### src/rtl/if_id_fetch_queue_pkg.sv
// Shared constants and types for the IF/ID fetch queue.
package if_id_fetch_queue_pkg;

    localparam int unsigned WORD_WIDTH = 32;
    localparam logic [WORD_WIDTH-1:0] ZERO_WORD = '0;

    localparam int unsigned FQ_DEPTH = 4;
    localparam int unsigned FQ_AW    = 2;

    // Link value offset for jal/jalr/bal: return past the delay slot.
    localparam int unsigned LINK_OFFSET = 8;

    typedef enum logic [1:0] {
        FqEmpty,
        FqPartial,
        FqFull
    } fq_state_e;

endpackage

### src/rtl/fetch_queue_mem.sv
// DEPTH x DW register file: one synchronous write port, one asynchronous read port.
module fetch_queue_mem #(
    parameter int unsigned DW    = 64,
    parameter int unsigned DEPTH = 4,
    parameter int unsigned AW    = 2
) (
    input  logic          clk,
    input  logic          we,
    input  logic [AW-1:0] waddr,
    input  logic [DW-1:0] wdata,
    input  logic [AW-1:0] raddr,
    output logic [DW-1:0] rdata
);

    logic [DW-1:0] mem_q [DEPTH];

    // Contents carry no reset; occupancy tracking decides what is valid.
    always_ff @(posedge clk) begin
        if (we) begin
            mem_q[waddr] <= wdata;
        end
    end

    assign rdata = mem_q[raddr];

endmodule

### src/rtl/if_id_fetch_queue.sv
// Decoupling queue between IF and ID: {pc, inst} pairs, valid/ready to ID, stall back to IF.
module if_id_fetch_queue
    import if_id_fetch_queue_pkg::*;
#(
    parameter int unsigned W     = WORD_WIDTH,
    parameter int unsigned DEPTH = FQ_DEPTH,
    parameter int unsigned AW    = FQ_AW
) (
    input  logic          clk,
    input  logic          rst,
    input  logic          flush,
    input  logic          in_valid,
    input  logic [W-1:0]  in_pc,
    input  logic [W-1:0]  in_inst,
    output logic          stall_if,
    output logic          out_valid,
    input  logic          out_ready,
    output logic [W-1:0]  out_pc,
    output logic [W-1:0]  out_inst,
    output logic [W-1:0]  out_pc_p8,
    output logic [AW:0]   count
);

    localparam logic [AW:0] COUNT_FULL = (AW + 1)'(DEPTH);

    logic [AW-1:0] rd_ptr_q, rd_ptr_d;
    logic [AW-1:0] wr_ptr_q, wr_ptr_d;
    logic [AW:0]   count_q, count_d;
    fq_state_e     state;
    logic          push, pop, we;
    logic [2*W-1:0] rdata;
    logic [W-1:0]   head_pc, head_inst;

    always_comb begin
        state = FqPartial;
        if (count_q == '0) begin
            state = FqEmpty;
        end else if (count_q == COUNT_FULL) begin
            state = FqFull;
        end
    end

    // Both flags come from registered occupancy, so a full queue refuses a push
    // even when ID pops in the same cycle.
    assign stall_if  = (state == FqFull);
    assign out_valid = (state != FqEmpty);
    assign push      = in_valid && !stall_if;
    assign pop       = out_valid && out_ready;
    assign we        = push && !flush;

    always_comb begin
        rd_ptr_d = rd_ptr_q;
        wr_ptr_d = wr_ptr_q;
        count_d  = count_q;
        if (flush) begin
            rd_ptr_d = '0;
            wr_ptr_d = '0;
            count_d  = '0;
        end else begin
            if (push) begin
                wr_ptr_d = wr_ptr_q + AW'(1);
            end
            if (pop) begin
                rd_ptr_d = rd_ptr_q + AW'(1);
            end
            case ({push, pop})
                2'b10:   count_d = count_q + (AW + 1)'(1);
                2'b01:   count_d = count_q - (AW + 1)'(1);
                default: count_d = count_q;
            endcase
        end
    end

    always_ff @(posedge clk) begin
        if (rst) begin
            rd_ptr_q <= '0;
            wr_ptr_q <= '0;
            count_q  <= '0;
        end else begin
            rd_ptr_q <= rd_ptr_d;
            wr_ptr_q <= wr_ptr_d;
            count_q  <= count_d;
        end
    end

    fetch_queue_mem #(
        .DW    (2 * W),
        .DEPTH (DEPTH),
        .AW    (AW)
    ) u_mem (
        .clk   (clk),
        .we    (we),
        .waddr (wr_ptr_q),
        .wdata ({in_pc, in_inst}),
        .raddr (rd_ptr_q),
        .rdata (rdata)
    );

    assign {head_pc, head_inst} = rdata;

    // Stale storage is masked so an empty queue presents a NOP at pc 0.
    assign out_pc    = out_valid ? head_pc : W'(ZERO_WORD);
    assign out_inst  = out_valid ? head_inst : W'(ZERO_WORD);
    assign out_pc_p8 = out_pc + W'(LINK_OFFSET);
    assign count     = count_q;

endmodule
### config.mk
export PLATFORM = sky130hd
export DESIGN_NAME = if_id_fetch_queue
export DESIGN_NICKNAME = d
export VERILOG_FILES = /design/src/rtl/if_id_fetch_queue_pkg.sv /design/src/rtl/fetch_queue_mem.sv /design/src/rtl/if_id_fetch_queue.sv
export SDC_FILE = /design/constraint.sdc
export NUM_CORES = 1
export LEC_CHECK = 0
export BUFFER_PORTS_ARGS = -buffer_cell sky130_fd_sc_hd__buf_2
export CORE_MARGIN = 2
export CORE_UTILIZATION = 55
export DETAILED_ROUTE_END_ITERATION = 8
export MAX_ROUTING_LAYER = met4
export PLACE_DENSITY_LB_ADDON = 0.1
export SKIP_LAST_GASP = 1
export SYNTH_ARGS = -nofsm -noshare
export SYNTH_HDL_FRONTEND = slang
export SYNTH_SLANG_ARGS = --single-unit
### constraint.sdc
create_clock -name clk -period 6.69 [get_ports clk]
set_clock_uncertainty 0.05 [all_clocks]
set_input_delay 1.338 -clock clk [delete_from_list [all_inputs] [get_ports clk]]
set_output_delay 1.338 -clock clk [all_outputs]
set_load 0.02 [all_outputs]
After elaboration in Yosys (flattened, before gate mapping)

Memories as Yosys holds them, arrays and structs flattened. A register that Yosys moved wholly into a read port is not among the register bits.
Cells that the tools add are included.

Reduce and logical (&&, ||, !) cells: 9
$add $sub $neg: 5
Muxes and demuxes: 9
Eq/ne operators: 4

Operator list:

| cell                    | number |
|---|---|
| $mux W32                | 2 |
| $add A32 B4 Y32 const B | 1 |
| $mux W2                 | 4 |
| $pmux W3 S2             | 1 |
| $add A2 B1 Y2 const B   | 2 |
| $eq A2 B2 Y1 const B    | 2 |
| $reduce_bool A2 Y1      | 2 |
| $add A3 B1 Y3 const B   | 1 |
| $eq A3 B3 Y1 const B    | 1 |
| $logic_and A1 B1 Y1     | 3 |
| $logic_not A3 Y1        | 1 |
| $sub A3 B1 Y3 const B   | 1 |
| $eq A2 B1 Y1 const B    | 1 |
| $logic_not A1 Y1        | 2 |
| $mux W1                 | 2 |
| $reduce_or A2 Y1        | 1 |

Memory bits (writable): 256
Bits of input ports: 69
Memories kept: 1
Flip-flop bits (word level): 7
Word-level logic and storage cells: 31
Output and inout bits: 101

Memory list:

| name        | depth | width | rd ports | clocked after memory_dff | write ports | line                  | text |
|---|---|---|---|---|---|---|---|
| u_mem.mem_q | 4     | 64    | 1        | 1                        | 1           | fetch_queue_mem.sv:15 | `logic [DW-1:0] mem_q [DEPTH];` |

Depth between registers and ports, before layout

Gate-level depths: netlist (run 1).

Word-level depth: 9
Depth in mapped cells: 12

Modules after synthesis

From an unflattened synthesis (run 1), not the netlist that was laid out.

Cell total of the unflattened synthesis: 544
Area, all modules: 10,735.3 sq um

By module, submodules not included:

| module            | instances | area an instance (sq um) | seq. area each (sq um) | cells each |
|---|---|---|---|---|
| fetch_queue_mem   | 1         | 9,341.5                  | 7,687.4                | 338 |
| if_id_fetch_queue | 1         | 1,393.8                  | 140.1                  | 206 |

Worst setup path after synthesis (run 1)

No wires, ideal clock.

Kind: register to output
Start point: reg count_q[0], in the netlist count[0]
End point: out out_pc_p8[31]
Arrival: 3.056 ns
Data required time: 5.302 ns
Buffers on the path: 2
Slack: 2.246 ns
Cell stages (with the launch flop): 12
Cell sequence: dfxtp_1 -> nor3_1 -> inv_1 -> clkbuf_1 -> clkbuf_1 -> and2_1 -> ha_1 -> and3_1 -> nand4_2 -> nor3_4 -> nand4_1 -> xnor2_1

Word-level cells in the longest chain between the ends: 6
Elaborated cells on any way between the ends: 7

Ends and longest elaborated chain:

| element                | line                     | text |
|---|---|---|
| from (decl)            | if_id_fetch_queue.sv:28  | `logic [AW:0] count_q, count_d;` |
| from (signal assigned) | if_id_fetch_queue.sv:82  | `count_q <= count_d;` |
| $eq A3 B3 Y1           | if_id_fetch_queue.sv:38  | `end else if (count_q == COUNT_FULL) begin` |
| $mux W2                | if_id_fetch_queue.sv:38  |  |
| $mux W2 (*)            | if_id_fetch_queue.sv:36  | `if (count_q == '0) begin` |
| $reduce_bool A2 Y1 (*) | if_id_fetch_queue.sv:46  | `assign out_valid = (state != FqEmpty);` |
| via out_valid          | if_id_fetch_queue.sv:16  | `output logic out_valid,` |
| $mux W32 (*)           | if_id_fetch_queue.sv:102 | `assign out_pc = out_valid ? head_pc : W'(ZERO_WORD);` |
| via out_pc[4]          | if_id_fetch_queue.sv:18  | `output logic [W-1:0] out_pc,` |
| $add A32 B4 Y32 (*)    | if_id_fetch_queue.sv:104 | `assign out_pc_p8 = out_pc + W'(LINK_OFFSET);` |
| to (decl)              | if_id_fetch_queue.sv:20  | `output logic [W-1:0] out_pc_p8,` |

Mark *: on every way through the listed nets, which the timed path passes. The rest lies on a longest branch.

Worst setup path after layout (run 1)

Start point: reg count_q[0], in the netlist count[0]
End point: out out_pc_p8[31]

Word-level cells in the longest chain between the ends: 6
Elaborated cells on any way between the ends: 7

Ends and longest elaborated chain:

| element                | line |
|---|---|
| $eq A3 B3 Y1           | if_id_fetch_queue.sv:38 |
| $mux W2                | if_id_fetch_queue.sv:38 |
| $mux W2 (*)            | if_id_fetch_queue.sv:36 |
| $reduce_bool A2 Y1 (*) | if_id_fetch_queue.sv:46 |
| $mux W32 (*)           | if_id_fetch_queue.sv:102 |
| $add A32 B4 Y32 (*)    | if_id_fetch_queue.sv:104 |

Every way passes the cells marked *; elsewhere a longest branch is shown, timed or not.

==> out/summary.md, run 1 <==
The flow ran to the end, and the final reports show no timing, DRC or antenna violations. Measured along the y axis, the die boundary spans 144.5 um. In this run the worst path has a maximum fanout of 71. Port buffering added 169 buffers. In the post-synthesis netlist, the biggest area contributors are sky130_fd_sc_hd__edfxtp_1 71%, sky130_fd_sc_hd__mux4_2 11%, sky130_fd_sc_hd__and2_1 3.9%, sky130_fd_sc_hd__mux4_1 3.4%, sky130_fd_sc_hd__xnor2_1 1.9%.

Root buffer selected by CTS: sky130_fd_sc_hd__clkbuf_16. The tools report the number of nets in the layout as 801. The type of the worst min-delay path is reg -> reg.

The clock reaches the later pin of the worst-skew pair after 520 ps. After legalization and detailed placement, the total HPWL measured 12.24 mm. The area of the core region came out at 19400 um2.

Headroom to the max-slew limit came out at 24.28%. The floorplan has 51 rows. The register area share after synthesis was 72.52%.

The tools report the nature of the critical path startpoint as a flip-flop. The tools report the number of cells upsized or downsized after cts as 0. Entering global routing, the biggest net connects 72 pins. For this design, the sink count on the clock tree is 265.

The congestion estimate from routability-driven global placement came to 0.7176. The logs give 268 for the number of design-rule violations left by the first detailed-router iteration and 38 for the number of distinct library cell variants in the gate-level netlist after synthesis. After detailed routing, the total wire length is 20.72 mm. The number of global-route vias before repair came out at 5696. After synthesis, the most frequently instantiated cells are 256 x sky130_fd_sc_hd__edfxtp_1, 68 x sky130_fd_sc_hd__and2_1, 52 x sky130_fd_sc_hd__mux4_2.

The die covers 20870 um2. Global routing used 20.55% of the available tracks across all layers. For the achievable clock frequency, the log shows 192.9 MHz. The count of pins on the block boundary was 170.

The most common flop cell mapped by yosys was sky130_fd_sc_hd__edfxtp_1. The maximum VDD drop is 0.2194 mV, and the post-CTS clock slew at the launch and capture registers of the worst setup and hold paths is 60 ps. The CTS H-tree depth came out at 1.

For the final routed database, the setup TNS stands at 0 ps. The synthesized design devotes to its leading area cell type 70.86% of total area. The most common cell in the synthesized netlist was sky130_fd_sc_hd__edfxtp_1. When the netlist entered floorplanning its net count stood at 629. Traced cell by cell, the critical path runs through nor3_1 -> inv_2 -> nand2_1 -> inv_1 -> ha_1 -> and3_1 -> nand4_2 -> nor3_4 -> nand4_1 -> xnor2_1 -> buf_2. The final non-filler cell area is 12670 um2, and the number of nets with antenna violations after routing is 0. The post-route netlist has 35.80% of its cells at a drive strength greater than 1. The worst hold path was traced through 2 stages. The number of cells on the worst reg-to-reg path works out to 9. The initial core utilization came out at 55.93%. The logs give 10850 um2 for the post-synthesis instance area and 4.534 nW for the leakage power of the design. The startpoint identified for the worst register-to-register timing path is count[0]. The run gives 0 as the final number of max-transition violations.

The via density per instance was 5.538. The critical path in this run is classified as reg -> out. On the worst path, the slowest cell contributes a delay of 830 ps.

After clock tree synthesis, the setup repair step added 0 buffers. In the synthesized netlist, the number of instances is 553. The first global-routing pass estimated 31.17 mm of wire. STA classifies the critical path endpoint as an output port. The post-synthesis register bit count is 265, and the sum of met3 wire segment lengths after detailed routing is 1.295 mm. The completed layout was analyzed and its total power is 3.442 mW. The mean cell area of the mapped netlist is 19.62 um2. The post-route clock period utilization is 77.49%. For the worst setup path, the data arrival time is 3800 ps. After global routing the overflow that remains totals 0. TritonCTS built the clock tree. The number of maximum-capacitance violations is 0.

The tools report the end point of the critical path as out_pc_p8[31]. The area growth from synthesis to layout is 16.83%. Routed signal wires occupy layers up through met4. The final period demand of the worst path was 5184 ps; the detailed-routing iteration count for the pre-antenna-repair pass was 4.

Dividing the detail-routed wire length by the instance count gives 20.50 um. The number of clock buffers added by TritonCTS is 27. For the number of hold violations in the final report, the log shows 0. The run gives 3 as the number of antenna violations at the first check in global routing. For flop-to-flop paths, the worst setup slack is 3650 ps. The clock passes through at most 3 buffers. Setup violations remaining at the end of the flow were counted as 0. The run gives 0 as the number of hold-repair buffers added at the cts stage. Library cell occupying the most area in the post-synthesis netlist: sky130_fd_sc_hd__edfxtp_1.

The run gives 0 as the number of warning messages in the yosys log. STA puts the critical path data required time at 5300 ps. In this run the horizontal extent of the chip is 144.5 um. The run gives 10.60 mm as the amount of wire on met2 after detailed routing. Critical path launch point: count[0].

The worst register-to-register path ends at count[2]. The tools report the detailed-route via count as 5599. For the pin with the worst max-slew slack, the measured transition is 1134 ps. For this run, asynchronously set or reset flops after synthesis account for 0%. After detailed routing, the wire length on met1 is 8.629 mm. The worst-path cell with the longest stage delay was sky130_fd_sc_hd__inv_2.

For this run, design rule violations remaining after detail routing come to 0. The ratio of total power to cell area works out to 271.5 nW/um2. Setup repair after global routing left no endpoint under its margin.

Yosys mapped a number of flops with a built-in enable equal to 256. The area of placed instances was 11880 um2.
[cell type report]
type / instances / area (um2)
sequential: 265 / 7875
fill: 1369 / 6724
multi-input combinational: 252 / 2790
timing repair buffer: 170 / 853.3
clock buffer: 34 / 701.9
tap: 265 / 331.6
clock inverter: 13 / 81.33
inverter: 9 / 33.78
antenna: 3 / 7.507
[worst min-delay path by stage]
stage                 from  slack (ps)        end
2_1_floorplan  rd_ptr_q[1]         430  flip-flop
3_5_place_dp      count[2]         460   count[2]
6_report          count[2]         480   count[2]
5_1_grt           count[2]         500   count[2]
4_1_cts           count[2]         470   count[2]
3_3_place_gp      count[2]         440   count[2]
[cell families after synthesis]
kind of cell,share of synthesized area (%)
mux,14.28
simple gates,7.750
flops,72.52
compound gates,0.1384
xor+xnor,2.583
buf+inv,1.857
fa+ha+maj,0.8765
[worst max-delay path: cells and delay by family, from the launching register on]
kind / cells / cell delay (ps)
xor+xnor: 1 / 150
fa+ha+maj: 1 / 270
buf+inv: 3 / 1200
flops: 1 / 380
simple gates: 6 / 1270
[cells in the final DEF, fill, tap and decap left out, drive strengths merged]
cell / instances
nand3b: 1
or3: 1
clkbuf: 34
nor2b: 1
mux4: 66
nor3: 3
bufinv: 1
dfxtp: 9
nand4: 9
ha: 6
and3b: 1
nor2: 16
a21oi: 2
or2: 2
xnor2: 23
edfxtp: 256
nand2: 17
buf: 170
and2: 68
o21ai: 1
mux2i: 1
and4: 2
nor3b: 1
inv: 10
xor2: 9
and3: 10
nand2b: 1
fa: 1
diode: 3
nand3: 10
clkinv: 11
[stage by stage]
stage          setup WS [ps]  util, %  hold WS (ps)  instances
6_report                1506    65.34         475.3       1011
3_3_place_gp            2138    61.26         441.4        961
5_1_grt                 1162    65.34         496.7       1011
3_5_place_dp            2017    61.26         458.6        961
2_1_floorplan           2246        -         434.7        553
4_1_cts                 1432    65.30         465.5       1008
[registers in the layout, summed over array words and instances (netlist names), named ones only]
| name | flops |
|---|---|
| u_mem.mem_q | 256 |
| count | 3 |
| wr_ptr_q | 2 |
| rd_ptr_q | 2 |
[power by group]
part / total, mW / internal [mW] / switching, mW / leakage (nW)
logic: 0.241 / 0.0910 / 0.150 / 1.76
registers: 1.86 / 1.85 / 0.0112 / 2.40
clock network: 1.34 / 0.772 / 0.566 / 0.379
total: 3.44 / 2.71 / 0.728 / 4.53
[per-layer routing]
metal | up-vias | track usage (%)
met5 | - | -
met4 | 0 | 4.599
met3 | 16 | 3.642
met2 | 173 | 34.72
met1 | 2871 | 26.57
li1 | 2539 | -
Note: power is estimated with default switching activity, not from simulation.
==> inputs of run 2 (changes only) <==
==> constraint.sdc (replaced) <==
create_clock -name clk -period 4.8 [get_ports clk]
set_clock_uncertainty 0.05 [all_clocks]
set_input_delay 0.96 -clock clk [delete_from_list [all_inputs] [get_ports clk]]
set_output_delay 0.96 -clock clk [all_outputs]
set_load 0.02 [all_outputs]
==> run 2 against run 1 <==
Setup slack worse by 940 ps. Non-clock buffer count up 5. Count of clock-buffer cells in the layout down 3. Sequential power up 39%. Via count up 0.46%. Clock power up 43%. Combinational power up 42%. Core utilization up 0.35 points. Global-route usage up 0.39 points. Sequential share of layout area down 0.34 points. Largest power group unchanged.
==> out/summary.md, run 2 (synthesis results as in run 1) <==
The arrival time of the worst setup path was 3220 ps (-580 ps); the number of cells upsized or downsized after cts was 0 (unchanged). The top cell types in the final layout, fill and taps aside, are 256 x sky130_fd_sc_hd__edfxtp_1, 169 x sky130_fd_sc_hd__buf_2, 64 x sky130_fd_sc_hd__and2_1, 52 x sky130_fd_sc_hd__mux4_2, 27 x sky130_fd_sc_hd__clkbuf_16. The number of cells on the worst reg-to-reg path was 10 (+1); the count of fill cells added during filler insertion was 1376 (+0.51%). The final number of max-transition violations is 0 (unchanged), and the pin count of the biggest net entering global routing is 65 (-9.7%).

The worst setup path is captured at an output port. The run gives 3 (unchanged) as the maximum clock path buffer count. For the number of hold-repair buffers added at the cts stage, the log shows 0 (unchanged). Most common library cell in the layout ignoring fill and taps: sky130_fd_sc_hd__edfxtp_1. Setup repair after global routing left no endpoint under its margin. Critical register-to-register path startpoint: count[0].

The run gives 2 (-1) as the number of antenna violations at the first check in global routing. The critical path ends at out_pc_p8[31]. The initial core utilization came out at 55.93% (unchanged).

Global placer's final weighted congestion: 0.7345 (+2.4%). For the number of design-rule violations left by the first detailed-router iteration, the log shows 332 (+24%). Ratio of total power to cell area: 380.4 nW/um2 (+40%). The register containing the most flip-flops in the final layout is u_mem.mem_q.

The run gives 0 (unchanged) as the remaining routing DRC violations. Post-CTS repair timing setup buffer count: 0 (unchanged). The area enclosed by the die boundary is 20870 um2 (unchanged), and the number of nets in the layout is 806 (+0.62%). For the number of hold violations in the final report, the log shows 0 (unchanged). The tools report the count of pins on the block boundary as 170 (unchanged). The worst-case register-to-register setup slack is 1930 ps (-1720 ps), and the overall die width is 144.5 um (unchanged). The proportion of layout cells with a drive suffix above 1 was 37.03% (+1.2 points). The post-place setup slack came out at 1063 ps (-954.3 ps). The die height is 144.5 um (unchanged). The met1 wire length was 8.551 mm (-0.90%); the delay of the slowest critical-path stage was 570 ps (-260 ps). Compared with the post-synthesis result, the final layout area differs by 17.46%. The worst endpoint required time was 3790 ps (-1510 ps); the count of buffers inserted at the top-level ports was 169 (unchanged).

For the leakage power of the design, the log shows 4.586 nW (+1.1%). The worst slew slack as a fraction of its limit is 31.13% (+6.8 points), and the flip-flop count of the largest register, all copies and words added is 256 (unchanged). The tools report the number of maximum-capacitance violations as 0 (unchanged). STA classifies the critical path startpoint as a flip-flop.

The root buffer selected by CTS is sky130_fd_sc_hd__clkbuf_16. Post-CTS clock slew at the launch and capture registers of the worst setup and hold paths: 60 ps (about the same). The total CTS buffers is 27 (unchanged). The signal on the critical path passes through mux4_2 -> nand2_1 -> inv_1 -> ha_1 -> and3_1 -> nand4_2 -> nor3_4 -> nand4_1 -> xnor2_1 -> buf_2.

The tools report the detailed-route via count as 5625 (+0.46%). The source-to-sink clock delay at the later pin of the worst-skew pair was 520 ps (about the same); the total setup violations reported at the end of the flow was 0 (unchanged). The final wirelength was 20.89 mm (+0.81%). The run finished with clean final reports.

The run gives 265 (unchanged) as the clock sink count. Top fanout value on the critical path: 21 (-70%). In this run the worst hold path is classified as reg -> reg. The logs give 1.350 mm (+4.2%) for the sum of met3 wire segment lengths after detailed routing and 19400 um2 (unchanged) for the area of the core region. The sum of negative setup slack came out at 0 ps (unchanged). The tools report the end of the worst register-to-register path as count[2]. The amount of wire on met2 after detailed routing is 10.65 mm (+0.47%). The highest layer touched by signal routing is met4.

TritonCTS built the clock tree. On the critical path, the stage with the largest delay is an instance of sky130_fd_sc_hd__dfxtp_4. The overall global routing resource usage was 20.94% (+0.39 points); the pin slew with the least headroom to its limit was 1033 ps (-101.0 ps). The run gives 569.6 ps (-936.3 ps) as the final worst setup slack.

The number of nets with antenna violations after routing came out at 0 (unchanged). Achievable clock frequency: 236.4 MHz. By startpoint and endpoint, the worst setup path is classified as reg -> out. The CTS H-tree depth is 1 (unchanged), and the average routed wire per standard cell is 20.54 um (+0.21%). The detailed-routing iteration count for the pre-antenna-repair pass was 5 (+1). The post-route clock period utilization came out at 88.13%.

The tools report the global route total overflow as 0 (unchanged). The number of global-route vias before repair was 5786 (+1.6%). Global-route wire length before repair: 31.73 mm (+1.8%). The maximum VDD drop was 0.3313 mV (+51%); the half-perimeter wire length after detailed placement was 12.79 mm (+4.5%). The tools report the number of core rows as 51 (unchanged). The worst path in the final design needs a cycle of 4230 ps, including I/O delays and setup.

The via density per instance was 5.531 (-0.13%).
## run 2: changes by cell type in the layout (fill, tap and decap cells not counted)
cell                        before  now
sky130_fd_sc_hd__bufinv_16       1    2
sky130_fd_sc_hd__clkinv_1       10    7
sky130_fd_sc_hd__buf_4           1    6
sky130_fd_sc_hd__diode_2         3    4
sky130_fd_sc_hd__inv_6           1    0
sky130_fd_sc_hd__clkinv_2        1    7
sky130_fd_sc_hd__clkbuf_1        7    4
## run 2: layer usage
metal / global-route usage [%] / vias to the layer above
met4: 4.957 / 0
met2: 34.90 / 182
met1: 27.40 / 2862
li1: - / 2552
met3: 3.742 / 29
met5: - / -
## run 2: cell type report
class	instances	area (um2)	share of cell area [%]
sequential	265	7875	61.80
multi-input combinational	252	2790	21.89
timing repair buffer	175	890.9	6.991
clock buffer	31	690.7	5.420
tap	265	331.6	2.602
clock inverter	16	121.4	0.9524
inverter	9	33.78	0.2651
antenna	4	10.01	0.07855
## run 2: worst min-delay path by stage
| stage | cells past startpoint | startpoint | slack [ps] | to |
|---|---|---|---|---|
| finish | 2 | count[2] | 470 | count[2] |
| global route | 2 | count[2] | 510 | count[2] |
| CTS | 2 | count[2] | 470 | count[2] |
| detailed placement | 2 | count[2] | 460 | count[2] |
| global placement | 2 | count[2] | 440 | count[2] |
| floorplan | 2 | rd_ptr_q[1] | 430 | flip-flop |
## run 2: where the power goes
part / internal [mW] / switching [mW] / total (mW)
Combinational: 0.129 / 0.214 / 0.343
Clock: 1.13 / 0.787 / 1.91
Sequential: 2.58 / 0.0122 / 2.59
## run 2: through the flow
stage	area, um2	utilization, %	total power, mW	cells	hold WS (ps)
6_report	12740	65.69	4.848	1017	470.8
4_1_cts	12730	65.64	4.891	1013	467.6
3_3_place_gp	11920	61.46	2.976	966	444.4
3_5_place_dp	11920	61.46	2.985	966	458.9
2_1_floorplan	10850	-	2.848	553	434.7
5_1_grt	12740	65.67	4.998	1015	507.0
## run 2: worst max-delay path: cells and delay by family (launching register included)
kind / cells / cell delay [ps]
XOR/XNOR: 1 / 150
adder cells (fa/ha/maj): 1 / 280
buffers and inverters: 2 / 320
flip-flops: 1 / 570
multiplexers: 1 / 330
AND/OR/NAND/NOR: 5 / 1030
